File: config.mk
export PLATFORM = sky130hd
export DESIGN_NAME = spi_cmd_ctrl
export DESIGN_NICKNAME = d
export VERILOG_FILES = /design/src/rtl/spi_ctrl_pkg.sv /design/src/rtl/rd_addr_gen.sv /design/src/rtl/spi_cmd_ctrl.sv
export SDC_FILE = /design/constraint.sdc
export NUM_CORES = 1
export LEC_CHECK = 0
export BUFFER_PORTS_ARGS = -buffer_cell sky130_fd_sc_hd__buf_4
export CORE_MARGIN = 4
export CORE_UTILIZATION = 33
export CTS_CLUSTER_DIAMETER = 150
export DETAILED_ROUTE_END_ITERATION = 6
export PLACE_DENSITY = 0.55
export SLEW_MARGIN = 40
export SYNTH_ARGS = -nofsm -noshare
export SYNTH_HDL_FRONTEND = slang
export SYNTH_SLANG_ARGS = --single-unit
export TNS_END_PERCENT = 20
File: constraint.sdc
create_clock -name clk_i -period 2.6 [get_ports clk_i]
set_clock_uncertainty 0.15 [all_clocks]
set_input_delay 0.65 -clock clk_i [delete_from_list [all_inputs] [get_ports clk_i]]
set_output_delay 0.65 -clock clk_i [all_outputs]
set_load 0.1 [all_outputs]
File: src/rtl/spi_ctrl_pkg.sv
// rtl/spi_ctrl_pkg.sv - Opcodes, FSM states and shared widths for the SPI command sequencer
package spi_ctrl_pkg;

    localparam int CMD_W = 8;

    typedef enum logic [CMD_W-1:0] {
        CONF_WR      = 8'h2a,
        CHAN_SEL     = 8'h2b,
        ERR_CLR      = 8'h2f,
        INFO_RD      = 8'h3a,
        DATA_RD      = 8'h3b,
        DATA_RD_CONT = 8'h3c
    } cmd_t;

    typedef enum logic [2:0] {
        IDLE,
        CONF,
        CHAN,
        INFO,
        DATA,
        DCONT
    } state_t;

endpackage

File: src/rtl/rd_addr_gen.sv
// rtl/rd_addr_gen.sv - Read address generator: loads a window base, steps, terminates to 0 or wraps
module rd_addr_gen #(
    parameter int RD_AW = 5
) (
    input  logic             i_clk,
    input  logic             i_rst_n,
    input  logic             i_load,
    input  logic [RD_AW-1:0] i_base,
    input  logic [RD_AW-1:0] i_len,
    input  logic             i_step,
    input  logic             i_wrap,
    output logic [RD_AW-1:0] o_addr,
    output logic             o_last
);

    logic [RD_AW-1:0] r_addr;
    logic [RD_AW-1:0] r_start;
    logic [RD_AW-1:0] r_end;
    logic             w_last;

    assign w_last = (r_addr == r_end);

    // The window end is latched at load so stepping never re-evaluates the base arithmetic.
    always_ff @(posedge i_clk or negedge i_rst_n) begin
        if (!i_rst_n) begin
            r_addr  <= '0;
            r_start <= '0;
            r_end   <= '0;
        end else if (i_load) begin
            r_addr  <= i_base;
            r_start <= i_base;
            r_end   <= i_base + i_len - 1'b1;
        end else if (i_step) begin
            if (w_last) begin
                r_addr <= i_wrap ? r_start : '0;
            end else begin
                r_addr <= r_addr + 1'b1;
            end
        end
    end

    assign o_addr = r_addr;
    assign o_last = w_last;

endmodule

File: src/rtl/spi_cmd_ctrl.sv
// rtl/spi_cmd_ctrl.sv - SPI command/address sequencer feeding the register file
// Optional sticky error flag and error counter enabled by SPI_CMD_CTRL_ERR_EN.
module spi_cmd_ctrl
    import spi_ctrl_pkg::*;
#(
    parameter int  CONF_NUM  = 4,
    parameter int  INFO_LEN  = 7,
    parameter int  DATA_BASE = 8,
    parameter int  DATA_LEN  = 11,
    parameter int  NUM_CH    = 1,
    parameter int  RD_AW     = 5,
    localparam int WA_W      = (CONF_NUM > 1) ? $clog2(CONF_NUM) : 1,
    localparam int CH_W      = (NUM_CH > 1) ? $clog2(NUM_CH) : 1
) (
    input  logic              clk_i,
    input  logic              rst_n_i,
    input  logic              dc_i,
    input  logic              spi_byte_vld_i,
    input  logic [CMD_W-1:0]  spi_byte_data_i,
    output logic              reg_wr_en_o,
    output logic [WA_W-1:0]   reg_wr_addr_o,
    output logic [RD_AW-1:0]  reg_rd_addr_o,
    output logic [CH_W-1:0]   chan_o,
    output logic              busy_o,
    output logic              cmd_err_o
`ifdef SPI_CMD_CTRL_ERR_EN
    ,
    output logic [7:0]        err_cnt_o
`endif
);

    localparam logic [WA_W-1:0]  CONF_LAST   = WA_W'(CONF_NUM - 1);
    localparam logic [RD_AW-1:0] INFO_LEN_A  = RD_AW'(INFO_LEN);
    localparam logic [RD_AW-1:0] DATA_LEN_A  = RD_AW'(DATA_LEN);
    localparam logic [RD_AW-1:0] DATA_BASE_A = RD_AW'(DATA_BASE);

    if (DATA_BASE + NUM_CH * DATA_LEN - 1 >= (1 << RD_AW)) begin : g_rd_aw_chk
        $error("RD_AW too narrow for the last data window");
    end
    if (DATA_BASE < INFO_LEN || CONF_NUM < 1 || NUM_CH < 1) begin : g_param_chk
        $error("inconsistent spi_cmd_ctrl window parameters");
    end

    state_t           r_state;
    state_t           w_state_nxt;
    logic [WA_W-1:0]  r_wr_addr;
    logic [WA_W-1:0]  w_wr_addr_nxt;
    logic [CH_W-1:0]  r_chan;
    logic [CH_W-1:0]  w_chan_nxt;

    logic             w_rd_load;
    logic [RD_AW-1:0] w_rd_base;
    logic [RD_AW-1:0] w_rd_len;
    logic             w_rd_step;
    logic             w_rd_wrap;
    logic [RD_AW-1:0] w_rd_addr;
    logic             w_rd_last;
    logic [RD_AW-1:0] w_data_base;
`ifdef SPI_CMD_CTRL_ERR_EN
    logic             w_err_evt;
    logic             w_err_clr;
`endif

    assign w_data_base = DATA_BASE_A + RD_AW'(r_chan) * DATA_LEN_A;

    always_ff @(posedge clk_i or negedge rst_n_i) begin
        if (!rst_n_i) begin
            r_state   <= IDLE;
            r_wr_addr <= '0;
            r_chan    <= '0;
        end else begin
            r_state   <= w_state_nxt;
            r_wr_addr <= w_wr_addr_nxt;
            r_chan    <= w_chan_nxt;
        end
    end

    always_comb begin
        w_state_nxt   = r_state;
        w_wr_addr_nxt = r_wr_addr;
        w_chan_nxt    = r_chan;
        w_rd_load     = 1'b0;
        w_rd_base     = '0;
        w_rd_len      = '0;
        w_rd_step     = 1'b0;
        w_rd_wrap     = (r_state == DCONT);
`ifdef SPI_CMD_CTRL_ERR_EN
        w_err_evt     = 1'b0;
        w_err_clr     = 1'b0;
`endif
        if (spi_byte_vld_i) begin
            if (!dc_i) begin
                // Any command byte aborts whatever was in progress.
                w_wr_addr_nxt = '0;
                case (spi_byte_data_i)
                    CONF_WR:  w_state_nxt = CONF;
                    CHAN_SEL: w_state_nxt = CHAN;
                    INFO_RD: begin
                        w_state_nxt = INFO;
                        w_rd_load   = 1'b1;
                        w_rd_len    = INFO_LEN_A;
                    end
                    DATA_RD: begin
                        w_state_nxt = DATA;
                        w_rd_load   = 1'b1;
                        w_rd_base   = w_data_base;
                        w_rd_len    = DATA_LEN_A;
                    end
                    DATA_RD_CONT: begin
                        w_state_nxt = DCONT;
                        w_rd_load   = 1'b1;
                        w_rd_base   = w_data_base;
                        w_rd_len    = DATA_LEN_A;
                    end
`ifdef SPI_CMD_CTRL_ERR_EN
                    ERR_CLR: begin
                        w_state_nxt = IDLE;
                        w_rd_load   = 1'b1;
                        w_err_clr   = 1'b1;
                    end
`endif
                    default: begin
                        w_state_nxt = IDLE;
                        w_rd_load   = 1'b1;
`ifdef SPI_CMD_CTRL_ERR_EN
                        w_err_evt   = 1'b1;
`endif
                    end
                endcase
            end else begin
                case (r_state)
                    CONF: begin
                        if (r_wr_addr == CONF_LAST) begin
                            w_state_nxt   = IDLE;
                            w_wr_addr_nxt = '0;
                        end else begin
                            w_wr_addr_nxt = r_wr_addr + 1'b1;
                        end
                    end
                    CHAN: begin
                        w_state_nxt = IDLE;
                        if ({24'b0, spi_byte_data_i} < 32'(NUM_CH)) begin
                            w_chan_nxt = spi_byte_data_i[CH_W-1:0];
                        end else begin
`ifdef SPI_CMD_CTRL_ERR_EN
                            w_err_evt = 1'b1;
`endif
                        end
                    end
                    INFO, DATA: begin
                        w_rd_step = 1'b1;
                        if (w_rd_last) begin
                            w_state_nxt = IDLE;
                        end
                    end
                    DCONT: w_rd_step = 1'b1;
                    default: begin
                        w_state_nxt   = IDLE;
                        w_wr_addr_nxt = '0;
                        w_rd_load     = 1'b1;
                    end
                endcase
            end
        end
    end

    rd_addr_gen #(
        .RD_AW (RD_AW)
    ) u_rd_addr_gen (
        .i_clk   (clk_i),
        .i_rst_n (rst_n_i),
        .i_load  (w_rd_load),
        .i_base  (w_rd_base),
        .i_len   (w_rd_len),
        .i_step  (w_rd_step),
        .i_wrap  (w_rd_wrap),
        .o_addr  (w_rd_addr),
        .o_last  (w_rd_last)
    );

`ifdef SPI_CMD_CTRL_ERR_EN
    logic       r_err;
    logic [7:0] r_err_cnt;

    always_ff @(posedge clk_i or negedge rst_n_i) begin
        if (!rst_n_i) begin
            r_err     <= 1'b0;
            r_err_cnt <= '0;
        end else begin
            if (w_err_evt) begin
                r_err <= 1'b1;
            end else if (w_err_clr) begin
                r_err <= 1'b0;
            end
            if (w_err_evt && r_err_cnt != 8'hff) begin
                r_err_cnt <= r_err_cnt + 1'b1;
            end
        end
    end

    assign cmd_err_o = r_err;
    assign err_cnt_o = r_err_cnt;
`else
    assign cmd_err_o = 1'b0;
`endif

    assign reg_wr_en_o   = spi_byte_vld_i & dc_i & (r_state == CONF);
    assign reg_wr_addr_o = r_wr_addr;
    assign reg_rd_addr_o = w_rd_addr;
    assign chan_o        = r_chan;
    assign busy_o        = (r_state != IDLE);

endmodule

Word-level counts from Yosys, hierarchy flattened
Index checks and enable logic that the tools add are counted.
Widths: inputs -> output; s select.
- flip-flop bits (word level): 21
- input bits: 12
- output and inout bits: 11
- logic and storage cells: 67
- add/sub/neg operators: 5
- multipliers: 1
- $lt $le $gt $ge: 1
- equal/unequal tests: 16
- muxes and demuxes: 25
- bitwise gates (word level): 2
- reduce and logical (&&, ||, !) cells: 11
- operator list (operator ; number):
    $eq 8x6->1 const B ; 5
    $mux 5 ; 7
    $pmux 3 s5 ; 1
    $mux 3 ; 3
    $pmux 3 s3 ; 1
    $lt 8x1->1 const B ; 1
    $mux 4 ; 2
    $pmux 4 s2 ; 1
    $reduce_and 4->1 ; 2
    $mux 1 ; 7
    $eq 3x2->1 const B ; 2
    $eq 3x3->1 const B ; 2
    $reduce_or 2->1 ; 3
    $add 4x5->5 const A ; 1
    $add 5x1->5 const B ; 1
    $add 5x4->5 ; 1
    $eq 5x5->1 ; 1
    $mul 1x4->5 const B ; 1
    $reduce_or 5->1 ; 1
    $sub 5x1->5 const B ; 1
    $mux 2 ; 2
    $ne 2x2->1 const B ; 2
    $pmux 2 s2 ; 1
    $reduce_or 4->1 ; 1
    other kinds (10) ; 11

Logic depth before layout (Yosys ltp)
Gate-level depths: netlist of run 1.
- depth after elaboration: 7
- gate-level depth with buffers: 13
- gate-level depth less buffers: 12

Modules after synthesis
From an unflattened synthesis of run 1, not the netlist that was laid out.
- cell total of the unflattened synthesis: 161
- area, all modules: 1570.3 um2
- by module, submodules not included (module ; instances ; cells each ; area an instance (um2) ; sequential area each (um2)):
    rd_addr_gen ; 1 ; 95 ; 1011.0 ; 375.4
    spi_cmd_ctrl ; 1 ; 66 ; 559.3 ; 150.1

Worst setup path before layout of run 1
No wires, ideal clock.
- path type: input port to output port
- from: input spi_byte_vld_i
- to: output reg_wr_en_o
- arrival time: 3899 ps
- required time: 1800 ps
- slack: -2099 ps
- cell stages on the path: 3
- buffers on the path: 1
- path through: clkbuf_2 > inv_1 > nor4_1
- word-level cells in the longest chain between the ends: 2
- ends and longest elaborated chain (what ; RTL line ; source):
    start, declared ; spi_cmd_ctrl.sv:18 ; input logic spi_byte_vld_i,
    $and 1x1->1 (2 in a row) ; spi_cmd_ctrl.sv:207 ; assign reg_wr_en_o = spi_byte_vld_i & dc_i & (r_state == CONF);
    end, declared ; spi_cmd_ctrl.sv:20 ; output logic reg_wr_en_o,
Every way passes these cells.

Final worst setup path of run 1
- from: input spi_byte_data_i[6]
- to: register u_rd_addr_gen.r_end[4]
- word-level cells in the longest chain between the ends: 7
- elaborated cells on any way between the ends: 18
- classes of those cells: add/sub (2); eq/ne (5); mux (9); reduce/logical (2)
- ends and longest elaborated chain (what ; RTL line ; source):
    start, declared ; spi_cmd_ctrl.sv:19 ; input logic [CMD_W-1:0] spi_byte_data_i,
    $eq 8x6->1 ; spi_cmd_ctrl.sv:95 ; case (spi_byte_data_i)
    $reduce_or 2->1 (no line) ; - ;
    $pmux 4 s2 / $mux 5 (equally long branches) ; spi_cmd_ctrl.sv:95 ;
    $mux 4 / $mux 5 (equally long branches) ; spi_cmd_ctrl.sv:92 ; if (!dc_i) begin
    $mux 4 / $mux 5 (equally long branches) ; spi_cmd_ctrl.sv:91 ; if (spi_byte_vld_i) begin
    $add 5x4->5 ; rd_addr_gen.sv:32 ; r_end <= i_base + i_len - 1'b1;
    $sub 5x1->5 ; rd_addr_gen.sv:32 ;
    end signal, assigned ; rd_addr_gen.sv:32 ;
    end, declared ; rd_addr_gen.sv:18 ; logic [RD_AW-1:0] r_end;
Several ways; a longest one is shown, not always the timed one.
A chain may end at the register's enable or synchronous reset.

==> impl_metrics.toml, run 1 <==
[yosys]
synth-seq-cells = 18
synthCells = 144
syn_area_per_cell_um2 = 9.56
async_flop_share_pct = 100
seq_area_frac_synth_pct = 32.7
synthFlopType = "dfrtp_1"
synth_warnings = 0
syn_nets = 164
yosys.area.top_type_share_pct = 32.7
synthTopCellsByArea = "dfrtp_1 33%, ha_1 6.4%, xor2_1 3.8%"
syn_area_mm2 = 0.00138
yosysUniqueCellTypes = 50
synth_top_area_cell = "dfrtp_1"
synth_enable_flop_cells = 0

[floorplanning]
coreArea_mm2 = 0.00403
fp.dieArea_mm2 = 0.00527
io-pin-count = 23
start_util_pct = 34.2
rows = 23
die_h_um = 72.6
dieWidth_um = 72.6

[worst_setup_path]
cp_max_fo = 4
rr_worst_depth = 10
end_kind = "flip-flop"
reg2reg_to = "u_rd_addr_gen.r_end[4]"
timing.rr.start = "chan_o"
crit_type = "in -> reg"
cp-start-kind = "primary input"
arrival_ps = 2570
r2r_slack_ps = 470
critPathRequiredTime_ps = 2590

[power_and_ir_drop]
power_density_mw_per_mm2 = 435
p_leak_nw = 0.865
peakVddDrop_v = 0.000183

[place]
gp_congestion = 0.802
placed_area_mm2 = 0.00170
dp_hpwl_mm = 2.38
portBuffers = 21

[sta]
fin_crit_ps = 2580
hold_slack_ps = 98.7
max_clock_freq_mhz = 388
rsz0062_at_grt = "true"
period_share_pct = 99.2
maxSlewViolCount = 0
final-setup-viol-count = 0
hold_violations = 0

[hold_path]
hp-class = "in -> async"

[global_routing]
grt_max_degree = 19
grt_pass1_wl_mm = 5.37
grt_pass1_vias = 1202
grt_use_total_pct = 12.6
grt_remaining_overflow = 0
antenna_found_initial = 0

[routing]
wl_per_cell_um = 13.1
drt-pass1-iter-count = 4
finalWirelength_mm = 3.04
drc = 0
ant_nets = 0
drtIter0Drc = 59
viasPerCell = 4.99
via_count = 1158

[cells_and_area]
n_antenna_cell = 0
drive_gt1_share_pct = 44.0
area_growth_pct = 33.6
fillers = 400
seq_area_um2 = 452
fin_util_pct = 45.7
multi_input_area_um2 = 921
final_area_mm2 = 0.00184
final_net_count = 203

[flow_run]
drv_cap = 0

[clock_tree]
cts_hold_buf = 0
cts_buffers = 3
clock_latency_ps = 250
cts_tree = "built"
cts_setup_buffers = 0
clock_sinks = 18
cts_buffer_depth = 2
clkTransAtPathRegs_ps = 70
htreeDepth = 1
root_buffer = "clkbuf_8"

[outcome]
status = "finished clean"
==> synth_stat cells (all sizes together) (2+ instances only) <==
| cell type | number |
|---|---|
| xnor2 | 5 |
| dfrtp | 18 |
| nand2 | 18 |
| mux2i | 3 |
| buf | 5 |
| a31oi | 3 |
| nor2b | 3 |
| a21o | 2 |
| a21oi | 5 |
| nor2 | 5 |
| o211ai | 7 |
| ha | 7 |
| nor3 | 4 |
| nand2b | 2 |
| or3 | 2 |
| xor2 | 6 |
| nand3 | 8 |
| o21ai | 11 |
| nand3b | 3 |
| inv | 11 |
==> sequential cells by signal, indices dropped and copies added (netlist names) <==
name and cells:
r_state 3, u_rd_addr_gen.o_addr 5, u_rd_addr_gen.r_start 2, chan_o 1, reg_wr_addr_o 2, u_rd_addr_gen.r_end 5
==> cell usage in the layout (no fill, tap or decap), types with 3 or more instances in the layout <==
| cell type | count |
|---|---|
| nor2_1 | 5 |
| mux2i_1 | 3 |
| xnor2_1 | 4 |
| buf_4 | 38 |
| clkbuf_8 | 4 |
| nor3_1 | 3 |
| o21ai_0 | 6 |
| nand3_1 | 7 |
| a21oi_1 | 3 |
| ha_1 | 3 |
| nand3b_1 | 3 |
| inv_1 | 9 |
| xor2_1 | 5 |
| dfrtp_1 | 17 |
| nand2_1 | 13 |
| o211ai_1 | 3 |
| nand2_2 | 5 |
| ha_4 | 3 |
| o21ai_2 | 4 |
| a31oi_1 | 3 |
==> power by group <==
group / total (mW) / switching, mW / internal (mW)
Combinational: 0.244 / 0.163 / 0.0806
Clock: 0.227 / 0.0925 / 0.135
Sequential: 0.329 / 0.0276 / 0.302
==> critical path, stage by stage <==
cell	delay, ps
buf_6	90
and4bb_2	330
nand4_4	110
a21o_1	190
nand2b_4	150
ha_4	260
inv_2	30
ha_4	210
a21oi_2	170
xor2_2	180
xnor2_2	130
o21ai_1	60
==> area by class of cell <==
class	count	share of cell area [%]
clock buffer	4	2.99
inverter	11	2.24
multi-input combinational	109	50.1
sequential	18	24.6
tap	50	3.40
timing repair buffer	40	16.7
==> metrics by stage <==
stage	std cells	setup slack [ps]	setup TNS (ps)	total power [mW]
global route	232	-77.3	-77.3	0.841
floorplan	144	-280	-502	0.509
finish	232	19.6	0	0.800
global placement	228	-367	-563	0.573
detailed placement	228	-410	-660	0.578
CTS	232	-10.7	-10.7	0.807
==> timing repair <==
action,4_1_cts,5_1_grt
gates resized for setup,11,3
endpoints found under the setup margin,1,1
pin swaps,7,1
==> cell families (layout without fill, tap and decap cells) <==
group                    Yosys count  in the layout  share of synthesized area [%]
AND/OR/NAND/NOR                   52             52                           22.5
multiplexers                       4              4                           3.27
adder cells (fa/ha/maj)            8              8                           7.82
other                              1              1                          0.272
AO/OA/AOI/OAI                     33             33                           18.8
XOR/XNOR                          11             11                           7.55
buffers and inverters             17             55                           7.00
flip-flops                        18             18                           32.7
==> per-layer routing <==
layer | GRT usage [%] | part of all wire [%]
met5 | 0 | 0
met4 | 4.92 | 1.5
met3 | 1.52 | 1.8
met2 | 21.9 | 54
met1 | 15.6 | 43
==> worst max-delay path by stage <==
stage	from	end	slack (ps)
after global routing	spi_byte_data_i[6]	u_rd_addr_gen.r_end[4]	-80
after global placement	spi_byte_data_i[7]	u_rd_addr_gen.r_end[4]	-370
after detailed placement	spi_byte_data_i[7]	u_rd_addr_gen.r_end[4]	-410
after floorplan	spi_byte_data_i[7]	u_rd_addr_gen.r_end[4]	-280
final	spi_byte_data_i[6]	u_rd_addr_gen.r_end[4]	20
after CTS	spi_byte_data_i[6]	u_rd_addr_gen.r_end[4]	-10
No activity file was read; power rests on OpenSTA's default activity.
==> run 2, diff against run 1 <==
CORE_MARGIN = 10   (was 4)
SETUP_SLACK_MARGIN = 0.4   (was default)
==> impl_metrics.toml, run 2 (synthesis gave the netlist of run 1 again) <==
[worst_setup_path]
end_kind = "flip-flop"
crit_buf_inv = 2
cp_top_family = "compound AO/OA/AOI/OAI gates"
worst-path-stages = 12
arrival_ps = 2650
timing.rr.start = "chan_o"
reg2reg_to = "u_rd_addr_gen.r_end[4]"
cp-start-kind = "primary input"
worst_path_max_delay_cell = "a211o_1"
crit_start = "spi_byte_data_i[6]"
critPathRequiredTime_ps = 2600
slowest_delay_ps = 300
crit_type = "in -> reg"
cp_max_fo = 4
r2r_slack_ps = 380
path_cells = "buf_6 > and4bb_1 > nand4_2 > a211o_1 > ha_2 > inv_2 > ha_4 > a21o_1 > a21oi_2 > xor2_2 > xnor2_2 > o21ai_1"
rr_worst_depth = 10
endpoint = "u_rd_addr_gen.r_end[4]"

[floorplanning]
rows = 23
io-pin-count = 23
dieWidth_um = 84.6
die_h_um = 84.6
start_util_pct = 34.2
fp.dieArea_mm2 = 0.00715
coreArea_mm2 = 0.00403

[power_and_ir_drop]
sw_frac_of_total_pct = 36.3
power_uw = 822
power_density_mw_per_mm2 = 435
power.switching_uw = 298
seqPwrFrac_pct = 40.2
clkPwrFrac_pct = 28.9
p_leak_nw = 0.879
intPower_uw = 524
peakVddDrop_v = 0.000208
power_frac_comb_pct = 30.8

[sta]
maxSlewViolCount = 0
max_clock_freq_mhz = 377
fin_ws_ps = -53.9
tns_ps = -53.9
rsz0062_at_grt = "true"
hold_violations = 0
hold_slack_ps = 97.8
final-setup-viol-count = 1
fin_crit_ps = 2650
period_share_pct = 102

[clock_tree]
cts_buffer_depth = 2
cts_setup_buffers = 0
clock_latency_ps = 260
clock_sinks = 18
cts_tree = "built"
root_buffer = "clkbuf_8"
htreeDepth = 1
cts_buffers = 3
clkTransAtPathRegs_ps = 70
cts_hold_buf = 0

[routing]
viasPerCell = 5.04
finalWirelength_mm = 3.41
drtIter0Drc = 93
via_count = 1174
drc = 0
wl_per_cell_um = 14.6
drt-pass1-iter-count = 4
ant_nets = 0

[flow_run]
drv_cap = 0

[global_routing]
grt_use_total_pct = 9.86
grt_remaining_overflow = 0
antenna_found_initial = 0
grt_pass1_vias = 1272
grt_pass1_wl_mm = 6.05
grt_max_degree = 19

[place]
post-place-ws_ps = -422
portBuffers = 21
dp_hpwl_mm = 2.62
gp_congestion = 0.791
placedCellCount = 229

[outcome]
status = "finished, violations left"
violations = "negative setup slack"

[cells_and_area]
final_net_count = 204
instances_no_fill = 233
area_growth_pct = 37.4
drive_gt1_share_pct = 46.4
layout_common_cells = "32 x buf_4, 15 x dfrtp_1, 12 x nand2_1"
layout_commonest_cell = "buf_4"
fillers = 385
n_antenna_cell = 0

[hold_path]
hp-class = "in -> async"
[run 2: cell types whose count changed in the layout (fill, tap and decap cells not counted), sizes merged]
cell / previous run / this run
buf: 40 / 41
inv: 11 / 10
clkinvlp: 0 / 1
[run 2: power groups by stage]
stage	clock network [mW]	logic, mW	registers [mW]
floorplan	0	0.119	0.389
global placement	0	0.241	0.335
detailed placement	0	0.245	0.335
CTS	0.241	0.253	0.331
global route	0.257	0.271	0.335
finish	0.238	0.253	0.331
[run 2: repair_timing]
item,CTS,global route
pin swaps,9,2
gates resized for setup,23,4
endpoints found under the setup margin,5,5
[run 2: routing by layer]
layer | global-route usage, % | wire (µm) | vias to the layer above
met1 | 11.5 | 1430 | 567
met5 | 0 | 0 | -
li1 | - | - | 577
met4 | 4.04 | 61 | 0
met2 | 17.5 | 1770 | 25
met3 | 1.35 | 150 | 5
[run 2: through the flow]
| stage | area (µm²) | utilization [%] |
|---|---|---|
| 2_1_floorplan | 1400 | - |
| 3_3_place_gp | 1710 | 42.5 |
| 3_5_place_dp | 1710 | 42.5 |
| 4_1_cts | 1870 | 46.5 |
| 5_1_grt | 1890 | 46.9 |
| 6_report | 1890 | 46.9 |
[run 2: worst min-delay path by stage]
stage / end / cells after the start / slack (ps)
after floorplan: chan_o / 0 / 200
after global placement: u_rd_addr_gen.r_start[1] / 2 / 310
after detailed placement: u_rd_addr_gen.r_start[1] / 2 / 310
after CTS: u_rd_addr_gen.o_addr[1] / 1 / 110
after global routing: r_state[1] / 1 / 110
final: r_state[1] / 1 / 100
[run 2: cell type report]
cell class | instances | area (µm²) | area share, %
Multi-Input combinational cell | 109 | 925 | 48.9
Sequential cell | 18 | 454 | 24.0
Timing Repair Buffer | 41 | 349 | 18.5
Tap cell | 50 | 62.6 | 3.31
Clock buffer | 4 | 55.1 | 2.91
Inverter | 11 | 45.0 | 2.38
==> run 3, diff against run 2 <==
PLACE_DENSITY = 0.54   (was 0.55)
SYNTH_HIERARCHICAL = 1   (was default)
==> impl_metrics.toml, run 3 <==
[clock_tree]
clock_sinks = 21
cts_buffers = 3
cts_tree = "built"
htreeDepth = 1
clkTransAtPathRegs_ps = 80
root_buffer = "clkbuf_8"
clock_latency_ps = 260
cts_buffer_depth = 2

[yosys]
async_flop_share_pct = 100
synth_top_area_cell = "dfrtp_1"
synthFlopType = "dfrtp_1"
syn_area_per_cell_um2 = 9.75
synthTopCellsByArea = "dfrtp_1 33%, ha_1 7.2%, mux2_2 7.2%"
synth_enable_flop_cells = 0
syn_area_mm2 = 0.00157
synth_most_common_cell = "inv_1"
ys_top_cells_by_count = "22 x inv_1, 21 x dfrtp_1, 10 x mux2_2, 10 x nor2_1, 9 x ha_1"
synth-seq-cells = 21
yosysUniqueCellTypes = 44
synthCells = 161
yosys.area.top_type_share_pct = 33.5
synth_warnings = 6
seq_area_frac_synth_pct = 33.5

[global_routing]
antenna_found_initial = 0
grt_max_degree = 22
grt_use_total_pct = 10.4
grt_pass1_vias = 1428
grt_remaining_overflow = 0
grt_pass1_wl_mm = 6.56

[power_and_ir_drop]
p_leak_nw = 0.957
clkPwrFrac_pct = 30.7
power_density_mw_per_mm2 = 333
power.switching_uw = 210
power_frac_comb_pct = 21.5
seqPwrFrac_pct = 47.8
sw_frac_of_total_pct = 28.8
peakVddDrop_v = 0.000170
intPower_uw = 519

[cells_and_area]
drive_gt1_share_pct = 44.0
layout_commonest_cell = "buf_4"
instances_no_fill = 261
area_growth_pct = 39.6
final_net_count = 230
n_antenna_cell = 0
final_area_mm2 = 0.00219
layout_common_cells = "35 x buf_4, 20 x dfrtp_1, 16 x inv_1"

[routing]
wl_met2_mm = 2.00
drtIter0Drc = 39
viasPerCell = 5.13
drc = 0
top_layer = "met4"
drt-pass1-iter-count = 4
wl_met1_mm = 1.57
finalWirelength_mm = 3.96
ant_nets = 0
via_count = 1340
wl_per_cell_um = 15.2
wl_met3_um = 324

[floorplanning]
rows = 25
dieWidth_um = 89.0
io-pin-count = 23
coreArea_mm2 = 0.00466
start_util_pct = 33.7
die_h_um = 89.0
fp.dieArea_mm2 = 0.00792

[place]
post-place-ws_ps = -399
gp_congestion = 0.866
dp_hpwl_mm = 3.02
placed_area_mm2 = 0.00197
portBuffers = 21
placedCellCount = 253

[sta]
max_clock_freq_mhz = 386
maxSlewViolCount = 0
hold_violations = 0
fin_ws_ps = 8.48
rsz0062_at_grt = "true"
period_share_pct = 99.7
tns_ps = 0
fin_crit_ps = 2590
final-setup-viol-count = 0

[worst_setup_path]
end_kind = "flip-flop"
cp-start-kind = "primary input"
arrival_ps = 2600
reg2reg_to = "u_rd_addr_gen/r_start[3]"
crit_type = "in -> reg"
rr_worst_depth = 5
crit_start = "spi_byte_data_i[1]"
critPathRequiredTime_ps = 2610
r2r_slack_ps = 510
timing.rr.start = "r_state[1]"
cp_max_fo = 4

[hold_path]
hp-class = "in -> async"

[flow_run]
drv_cap = 0

[outcome]
status = "finished clean"
## run 3: cell types whose count changed in the layout (fill, tap and decap cells not counted), moves of 5 or more
| cell | delta |
|---|---|
| nand4_1 | +6 |
| a22oi_1 | +5 |
| mux2_2 | +8 |
| inv_1 | +8 |
| nand2_1 | -9 |
| dfrtp_1 | +5 |
| nand2_2 | -5 |
## run 3: cells by family (layout without fill, tap and decap cells)
logic type | after synthesis | count (layout) | share of synthesized area (%)
simple gates | 49 | 49 | 19.5
buf+inv | 29 | 71 | 8.84
compound gates | 24 | 24 | 12.1
flops | 21 | 21 | 33.5
xor+xnor | 14 | 14 | 8.29
mux | 13 | 13 | 9.08
fa+ha+maj | 10 | 10 | 8.45
other cells | 1 | 5 | 0.239
## run 3: routing by layer
metal	GRT usage, %	vias to the layer above
li1	-	651
met1	12.0	646
met2	17.6	35
met3	4.19	8
met4	2.17	0
met5	0	-
## run 3: final cells by class
class,count,area [µm²]
clock buffers,4,45.0
fillers,443,2470
inverters,22,82.6
multi-input cells,115,1080
flip-flops and latches,21,527
well taps,54,67.6
repair buffers,45,388
## run 3: worst max-delay path: stages
cell and delay, ps:
buf_4 110, buf_4 130, and3b_1 200, o2111ai_4 260, nor2_4 80, inv_1 90, ha_2 190, inv_2 50
ha_4 160, fa_2 410, mux2_4 260
## run 3: what timing repair did
action / in CTS / in global routing
pin swaps: 7 / 16
hold buffers: 0 / 0
resized for setup: 13 / 20
endpoints found under the setup margin: 6 / 11
buffers inserted: 1 / 3
## run 3: how the worst max path moves through the flow
stage | end | slack (ps) | cells past startpoint
2_1_floorplan | u_rd_addr_gen/r_end[2] | -290 | 10
3_3_place_gp | u_rd_addr_gen/r_end[2] | -380 | 11
3_5_place_dp | u_rd_addr_gen/r_end[2] | -400 | 11
4_1_cts | u_rd_addr_gen/r_end[2] | -30 | 11
5_1_grt | u_rd_addr_gen/r_end[4] | -80 | 13
6_report | u_rd_addr_gen/r_end[2] | 8 | 11
## run 3: through the flow
| stage | hold WS, ps | util [%] | power (mW) |
|---|---|---|---|
| final | 111 | 47.0 | 0.729 |
| after global routing | 122 | 47.0 | 0.769 |
| after CTS | 124 | 44.4 | 0.726 |
| after detailed placement | 350 | 42.2 | 0.497 |
| after global placement | 345 | 42.2 | 0.493 |
| after floorplan | 204 | - | 0.442 |
## run 3: power groups by stage
stage	Clock, mW	Combinational, mW	Sequential [mW]
after floorplan	0	0.0767	0.365
after global placement	0	0.138	0.355
after detailed placement	0	0.141	0.355
after CTS	0.231	0.146	0.349
after global routing	0.247	0.170	0.351
final	0.224	0.157	0.349
